===== config.mk =====
export PLATFORM = sky130hd
export DESIGN_NAME = aes_block_packer
export DESIGN_NICKNAME = d
export VERILOG_FILES = /design/src/rtl/aes_pkg.sv /design/src/rtl/aes_blk_fifo.sv /design/src/rtl/aes_block_packer.sv
export SDC_FILE = /design/constraint.sdc
export NUM_CORES = 1
export LEC_CHECK = 0
export ABC_AREA = 0
export BUFFER_PORTS_ARGS = -buffer_cell sky130_fd_sc_hd__buf_4
export CORE_MARGIN = 4
export CORE_UTILIZATION = 31
export DETAILED_ROUTE_END_ITERATION = 8
export GPL_ROUTABILITY_DRIVEN = 0
export GPL_TIMING_DRIVEN = 0
export MAX_ROUTING_LAYER = met4
export PLACE_DENSITY_LB_ADDON = 0.1
export SYNTH_ARGS = -nofsm -noshare
export SYNTH_HDL_FRONTEND = slang
export SYNTH_SLANG_ARGS = --single-unit

===== constraint.sdc =====
create_clock -name clk -period 16.35 [get_ports clk]
set_clock_uncertainty 0.05 [all_clocks]
set_input_delay 3.27 -clock clk [delete_from_list [all_inputs] [get_ports clk]]
set_output_delay 3.27 -clock clk [all_outputs]
set_load 0.01 [all_outputs]

===== src/rtl/aes_pkg.sv =====
// Shared AES packer definitions: widths, FSM state encoding and the fill-byte rule.
// The fill byte depends on AES_PKCS7_PAD_EN (PKCS#7 count when defined, zero otherwise).
package aes_pkg;

    localparam int AES_BLK_W  = 128;
    localparam int AES_WORD_W = 32;

    typedef enum logic {
        ST_FILL = 1'b0,
        ST_PAD  = 1'b1
    } state_e;

    // Byte written after the last valid byte of a final block
    function automatic logic [7:0] pad_byte(input logic [4:0] valid_bytes);
`ifdef AES_PKCS7_PAD_EN
        return 8'(5'd16 - valid_bytes);
`else
        return (valid_bytes == 5'd0) ? 8'h00 : 8'h00;
`endif
    endfunction

endpackage


===== src/rtl/aes_blk_fifo.sv =====
// Small DEPTH x 128-bit block FIFO with a per-entry last flag.
// Head entry is presented combinationally from registered storage.
module aes_blk_fifo
    import aes_pkg::*;
#(
    parameter int DEPTH = 2,
    parameter int CNT_W = 2
) (
    input  logic                 clk,
    input  logic                 reset,
    input  logic                 push,
    input  logic [AES_BLK_W-1:0] push_data,
    input  logic                 push_last,
    input  logic                 pop,
    output logic [AES_BLK_W-1:0] head_data,
    output logic                 head_last,
    output logic [CNT_W-1:0]     count
);

    localparam int PTR_W = $clog2(DEPTH);

    logic [PTR_W-1:0]     wr_ptr_q, wr_ptr_d;
    logic [PTR_W-1:0]     rd_ptr_q, rd_ptr_d;
    logic [CNT_W-1:0]     count_q, count_d;
    logic [AES_BLK_W-1:0] data_q [DEPTH];
    logic [AES_BLK_W-1:0] data_d [DEPTH];
    logic [DEPTH-1:0]     last_q, last_d;
    logic                 do_push;
    logic                 do_pop;

    // Pointers are exactly log2(DEPTH) wide, so they wrap modulo DEPTH on their own
    always_comb begin
        do_push  = push && (count_q != CNT_W'(DEPTH));
        do_pop   = pop && (count_q != '0);
        data_d   = data_q;
        last_d   = last_q;
        wr_ptr_d = wr_ptr_q;
        rd_ptr_d = rd_ptr_q;
        count_d  = count_q;
        if (do_push) begin
            data_d[wr_ptr_q] = push_data;
            last_d[wr_ptr_q] = push_last;
            wr_ptr_d         = wr_ptr_q + PTR_W'(1);
        end
        if (do_pop) begin
            rd_ptr_d = rd_ptr_q + PTR_W'(1);
        end
        case ({do_push, do_pop})
            2'b10:   count_d = count_q + CNT_W'(1);
            2'b01:   count_d = count_q - CNT_W'(1);
            default: count_d = count_q;
        endcase
    end

    always_ff @(posedge clk or posedge reset) begin
        if (reset) begin
            wr_ptr_q <= '0;
            rd_ptr_q <= '0;
            count_q  <= '0;
            last_q   <= '0;
            for (int i = 0; i < DEPTH; i++) begin
                data_q[i] <= '0;
            end
        end else begin
            wr_ptr_q <= wr_ptr_d;
            rd_ptr_q <= rd_ptr_d;
            count_q  <= count_d;
            last_q   <= last_d;
            data_q   <= data_d;
        end
    end

    assign head_data = data_q[rd_ptr_q];
    assign head_last = last_q[rd_ptr_q];
    assign count     = count_q;

endmodule


===== src/rtl/aes_block_packer.sv =====
// Packs a 32-bit word stream into 128-bit AES blocks and buffers them for the core.
// Define AES_PKCS7_PAD_EN for PKCS#7 fill and the trailing all-0x10 pad block.
module aes_block_packer
    import aes_pkg::*;
#(
    parameter int DEPTH = 2,
    parameter int CNT_W = 2
) (
    input  logic                  clk,
    input  logic                  reset,
    input  logic                  in_valid,
    output logic                  in_ready,
    input  logic [AES_WORD_W-1:0] in_data,
    input  logic                  in_last,
    input  logic [1:0]            in_bytes,
    output logic                  blk_valid,
    input  logic                  blk_ready,
    output logic [AES_BLK_W-1:0]  blk_data,
    output logic                  blk_last,
    output logic [CNT_W-1:0]      fill_level
);

    state_e               state_q, state_d;
    logic [1:0]           word_idx_q, word_idx_d;
    logic [AES_BLK_W-1:0] pack_q, pack_d;
    logic [AES_BLK_W-1:0] merged;
    logic [AES_BLK_W-1:0] push_data;
    logic [4:0]           valid_bytes;
    logic [CNT_W-1:0]     count;
    logic                 accept;
    logic                 push;
    logic                 push_last;
    logic                 pop;

    always_comb begin
        in_ready    = (state_q == ST_FILL) && (count < CNT_W'(DEPTH));
        accept      = in_valid && in_ready;
        valid_bytes = {1'b0, word_idx_q, 2'b00}
                    + ((in_bytes == 2'd0) ? 5'd4 : {3'b000, in_bytes});
        merged      = pack_q;
        merged[AES_BLK_W-1-AES_WORD_W*word_idx_q -: AES_WORD_W] = in_data;
        // Everything past the last valid byte of a final block becomes fill
        if (in_last) begin
            for (int b = 0; b < AES_BLK_W / 8; b++) begin
                if (5'(b) >= valid_bytes) begin
                    merged[AES_BLK_W-1-8*b -: 8] = pad_byte(valid_bytes);
                end
            end
        end

        state_d    = state_q;
        word_idx_d = word_idx_q;
        pack_d     = pack_q;
        push       = 1'b0;
        push_data  = merged;
        push_last  = in_last;

        if (accept) begin
            if ((word_idx_q == 2'd3) || in_last) begin
                push       = 1'b1;
                word_idx_d = 2'd0;
                pack_d     = '0;
`ifdef AES_PKCS7_PAD_EN
                // An exactly full final block still needs a whole pad block after it
                if (in_last && (valid_bytes == 5'd16)) begin
                    push_last = 1'b0;
                    state_d   = ST_PAD;
                end
`endif
            end else begin
                word_idx_d = word_idx_q + 2'd1;
                pack_d     = merged;
            end
        end

`ifdef AES_PKCS7_PAD_EN
        if ((state_q == ST_PAD) && (count < CNT_W'(DEPTH))) begin
            push      = 1'b1;
            push_data = {(AES_BLK_W / 8){pad_byte(5'd0)}};
            push_last = 1'b1;
            state_d   = ST_FILL;
        end
`endif
    end

    always_ff @(posedge clk or posedge reset) begin
        if (reset) begin
            state_q    <= ST_FILL;
            word_idx_q <= '0;
            pack_q     <= '0;
        end else begin
            state_q    <= state_d;
            word_idx_q <= word_idx_d;
            pack_q     <= pack_d;
        end
    end

    assign blk_valid  = (count != '0);
    assign pop        = blk_valid && blk_ready;
    assign fill_level = count;

    aes_blk_fifo #(
        .DEPTH(DEPTH),
        .CNT_W(CNT_W)
    ) u_fifo (
        .clk       (clk),
        .reset     (reset),
        .push      (push),
        .push_data (push_data),
        .push_last (push_last),
        .pop       (pop),
        .head_data (blk_data),
        .head_last (blk_last),
        .count     (count)
    );

endmodule


==> out/qor.yml <==
outcome:
  status: "finished, final reports clean"
synthesis:
  synth_edf_count: 0
  synth_cell_types: 52
  syn_area_um2: 19700
  ys_ff_latch: 392
  yosys.area.top_type: "dfrtp_1"
  syn_nets: 1817
  yosysTopAreaCellShare: 0.498
  synth.avg_cell_area_um2: 11.1
  synthArstFlopShare: 1.00
  synthTopCellsByArea: "dfrtp_1, mux2_2, o31ai_1"
  yosysSeqAreaShare: 0.498
  synthesis.instances: 1766
  ys.flop_type: "dfrtp_1"
  yosysWarnings: 0
timing:
  maxSlewHeadroom: 0.173
  finalCritPeriodShare: 0.387
  fmax_mhz: 158
  fin_setup_tns_ns: 0
  min_period_ns: 6.32
  hold_viol_final: 0
  setup_viol: 0
  rsz0062_at_grt: "no"
  slew_violations: 0
  worst_slew_pin_slew_ns: 1.24
job:
  cap_viol_max_count: 0
worst_setup_path:
  ff2ff_setup_slack_ns: 12.94
  path_delay_family: "buffers and inverters"
  crit_type: "flop to primary output"
  crit_path_max_incr_delay_ns: 0.92
  crit_chain: "clkbuf_1 > buf_2 > mux2_2 > buf_4"
  crit_buf_inv: 3
  crit_path_end_kind: "primary output"
  cp_slowest_cell: "clkbuf_1"
  cp.arrival_ns: 3.00
  start_kind: "flop"
  critPathRequiredTime_ns: 13.03
  critPathMaxFanout: 10
clocking:
  cts_tree: "done"
  hold_buffers: 0
  post_cts_buffers: 0
  cts-resized-gates: 0
  clkTransAtPathRegs_ns: 0.06
  clock-sinks: 392
  numCtsBuffers: 48
  htreeDepth: 2
  clk_latency_ns: 0.58
  cts-root-buf: "clkbuf_16"
  clockBufferDepth: 3
place:
  dp_hpwl_um: 53000
  portBuffers: 170
floorplan:
  core_area_um2: 63000
  dieHeight_um: 260
  start_util: 0.313
  die_area_um2: 67600
  num_rows: 92
  fp.dieW_um: 260
  io-pin-count: 172
pwr:
  vdd_drop_max_v: 0.0000675
  powerDensity_nw_per_um2: 159
  power_leakage_uw: 0.0107
grt:
  gr-usage-met1: 0.300
  grt_pass1_wl_um: 110000
  overflow: 0
  track_usage: 0.222
  grt_max_degree: 125
  grt_use_met2: 0.354
  grt_pass1_vias: 16426
  antenna_found_initial: 8
  busiest_layer: "met2"
  met3_usage: 0.0262
final_layout:
  register_area_um2: 9810
  nets: 2040
  drive_above_1_share: 0.278
  fillers: 6281
  fin_util: 0.375
  syn2layout_area_growth_pct: 20.0
  multiInputGateArea_um2: 8940
drt:
  drt_iter0_markers: 1218
  routed_wl_um: 74200
  drtAntennaViolNets: 0
  vias: 15881
  wl_per_cell_um: 25.8
  drc: 0
  viasPerCell: 5.53
  first_pass_iters: 7
worst_hold_path:
  hold_path_class: "flop to flop"
[area by class of cell]
type,count,share of cell area
clock buffer,71,0.0601
sequential,392,0.415
multi-input combinational,1167,0.379
antenna,2,0.000212
timing repair buffer,173,0.0575
tap,846,0.0448
inverter,10,0.00191
buffer,197,0.0378
clock inverter,12,0.00360
[synth_stat cells, types with 2 or more instances]
cell       count
a211oi_1       9
a21o_1         9
a21oi_1       17
a222oi_1       8
a2bb2oi_1     23
a31o_2         2
a31oi_1       78
a41oi_1        2
and2_1         5
and4b_1       23
buf_1         17
buf_2         51
buf_4         10
buf_6          7
clkbuf_1     112
dfrtp_1      392
ha_1          12
inv_1          9
mux2_2       227
nand2_1      114
nand2b_1      28
nand3_2        3
nand4_1       16
nand4b_1       9
nor2_1         6
nor2b_1      140
nor3b_1        3
o211ai_1      23
o21a_1         4
o21ai_0       66
o31ai_1      288
o41ai_1       24
o41ai_2        8
xnor2_1        3
[cells in the final DEF, fill, tap and decap left out, types with 12 or more instances in the layout]
cell type  count
a2bb2oi_1     23
clkbuf_16     49
a21oi_1       17
ha_1          12
nand2_1      114
nor2b_1      140
o31ai_1      288
a31oi_1       78
nand4_1       16
buf_2         51
buf_4        180
o211ai_1      23
clkbuf_1     123
o21ai_0       66
buf_1         17
nand2b_1      28
and4b_1       23
o41ai_1       24
dfrtp_1      392
mux2_2       227
[flip-flops by register name, summed over array words and instances, names as in the netlist]
| name | flops |
|---|---|
| u_fifo.wr_ptr_q | 1 |
| u_fifo.rd_ptr_q | 1 |
| word_idx_q | 2 |
| u_fifo.data_q | 256 |
| u_fifo.last_q | 2 |
| u_fifo.count | 2 |
| pack_q | 128 |
[through the flow]
stage | power [uW] | area (um^2) | setup slack, ns | instances | hold WS [ns]
after floorplan | 2130 | 19700 | 2.13 | 1766 | 0.388
after global placement | 2720 | 22000 | -3.05 | 2782 | 0.403
after detailed placement | 2730 | 22100 | 10.49 | 2785 | 0.405
after CTS | 3780 | 23600 | 10.05 | 2868 | 0.419
after global routing | 3950 | 23600 | 10.03 | 2870 | 0.426
final | 3750 | 23600 | 10.03 | 2870 | 0.417
[cell families after synthesis]
| family | synth area share |
|---|---|
| adder cells (fa/ha/maj) | 0.00763 |
| XOR/XNOR | 0.00178 |
| multiplexers | 0.130 |
| AO/OA/AOI/OAI | 0.210 |
| buffers and inverters | 0.0473 |
| AND/OR/NAND/NOR | 0.106 |
| flip-flops | 0.498 |
[worst reg2reg max path, delay by kind of cell (launching register included)]
| family | cells | cell delay [ns] |
|---|---|---|
| buffers and inverters | 6 | 1.90 |
| adder cells (fa/ha/maj) | 1 | 0.23 |
| flip-flops | 1 | 0.51 |
| AO/OA/AOI/OAI | 2 | 0.61 |
[path summary, 6_finish.rpt]
path / from / endpoint / cells past startpoint
setup reg to reg: word_idx_q[0] / u_fifo.data_q[236] / 9
min in group asynchronous: reset / u_fifo.count[1] / 2
max in group asynchronous: reset / u_fifo.data_q[83] / 3
setup / recovery: u_fifo.rd_ptr_q / blk_data[63] / 4
hold reg to reg: pack_q[89] / pack_q[89] / 2
hold / removal: pack_q[89] / pack_q[89] / 2
[where the power goes]
group          switching [uW]  internal [uW]
registers                98.5           1150
logic                     965            497
clock network             426            611
[per-layer routing]
metal	part of all wire	routed length [um]
met1	0.45	33600
met2	0.47	35200
met3	0.045	3330
met4	0.028	2050
met5	0	0
No activity file was read; power rests on OpenSTA's default activity.
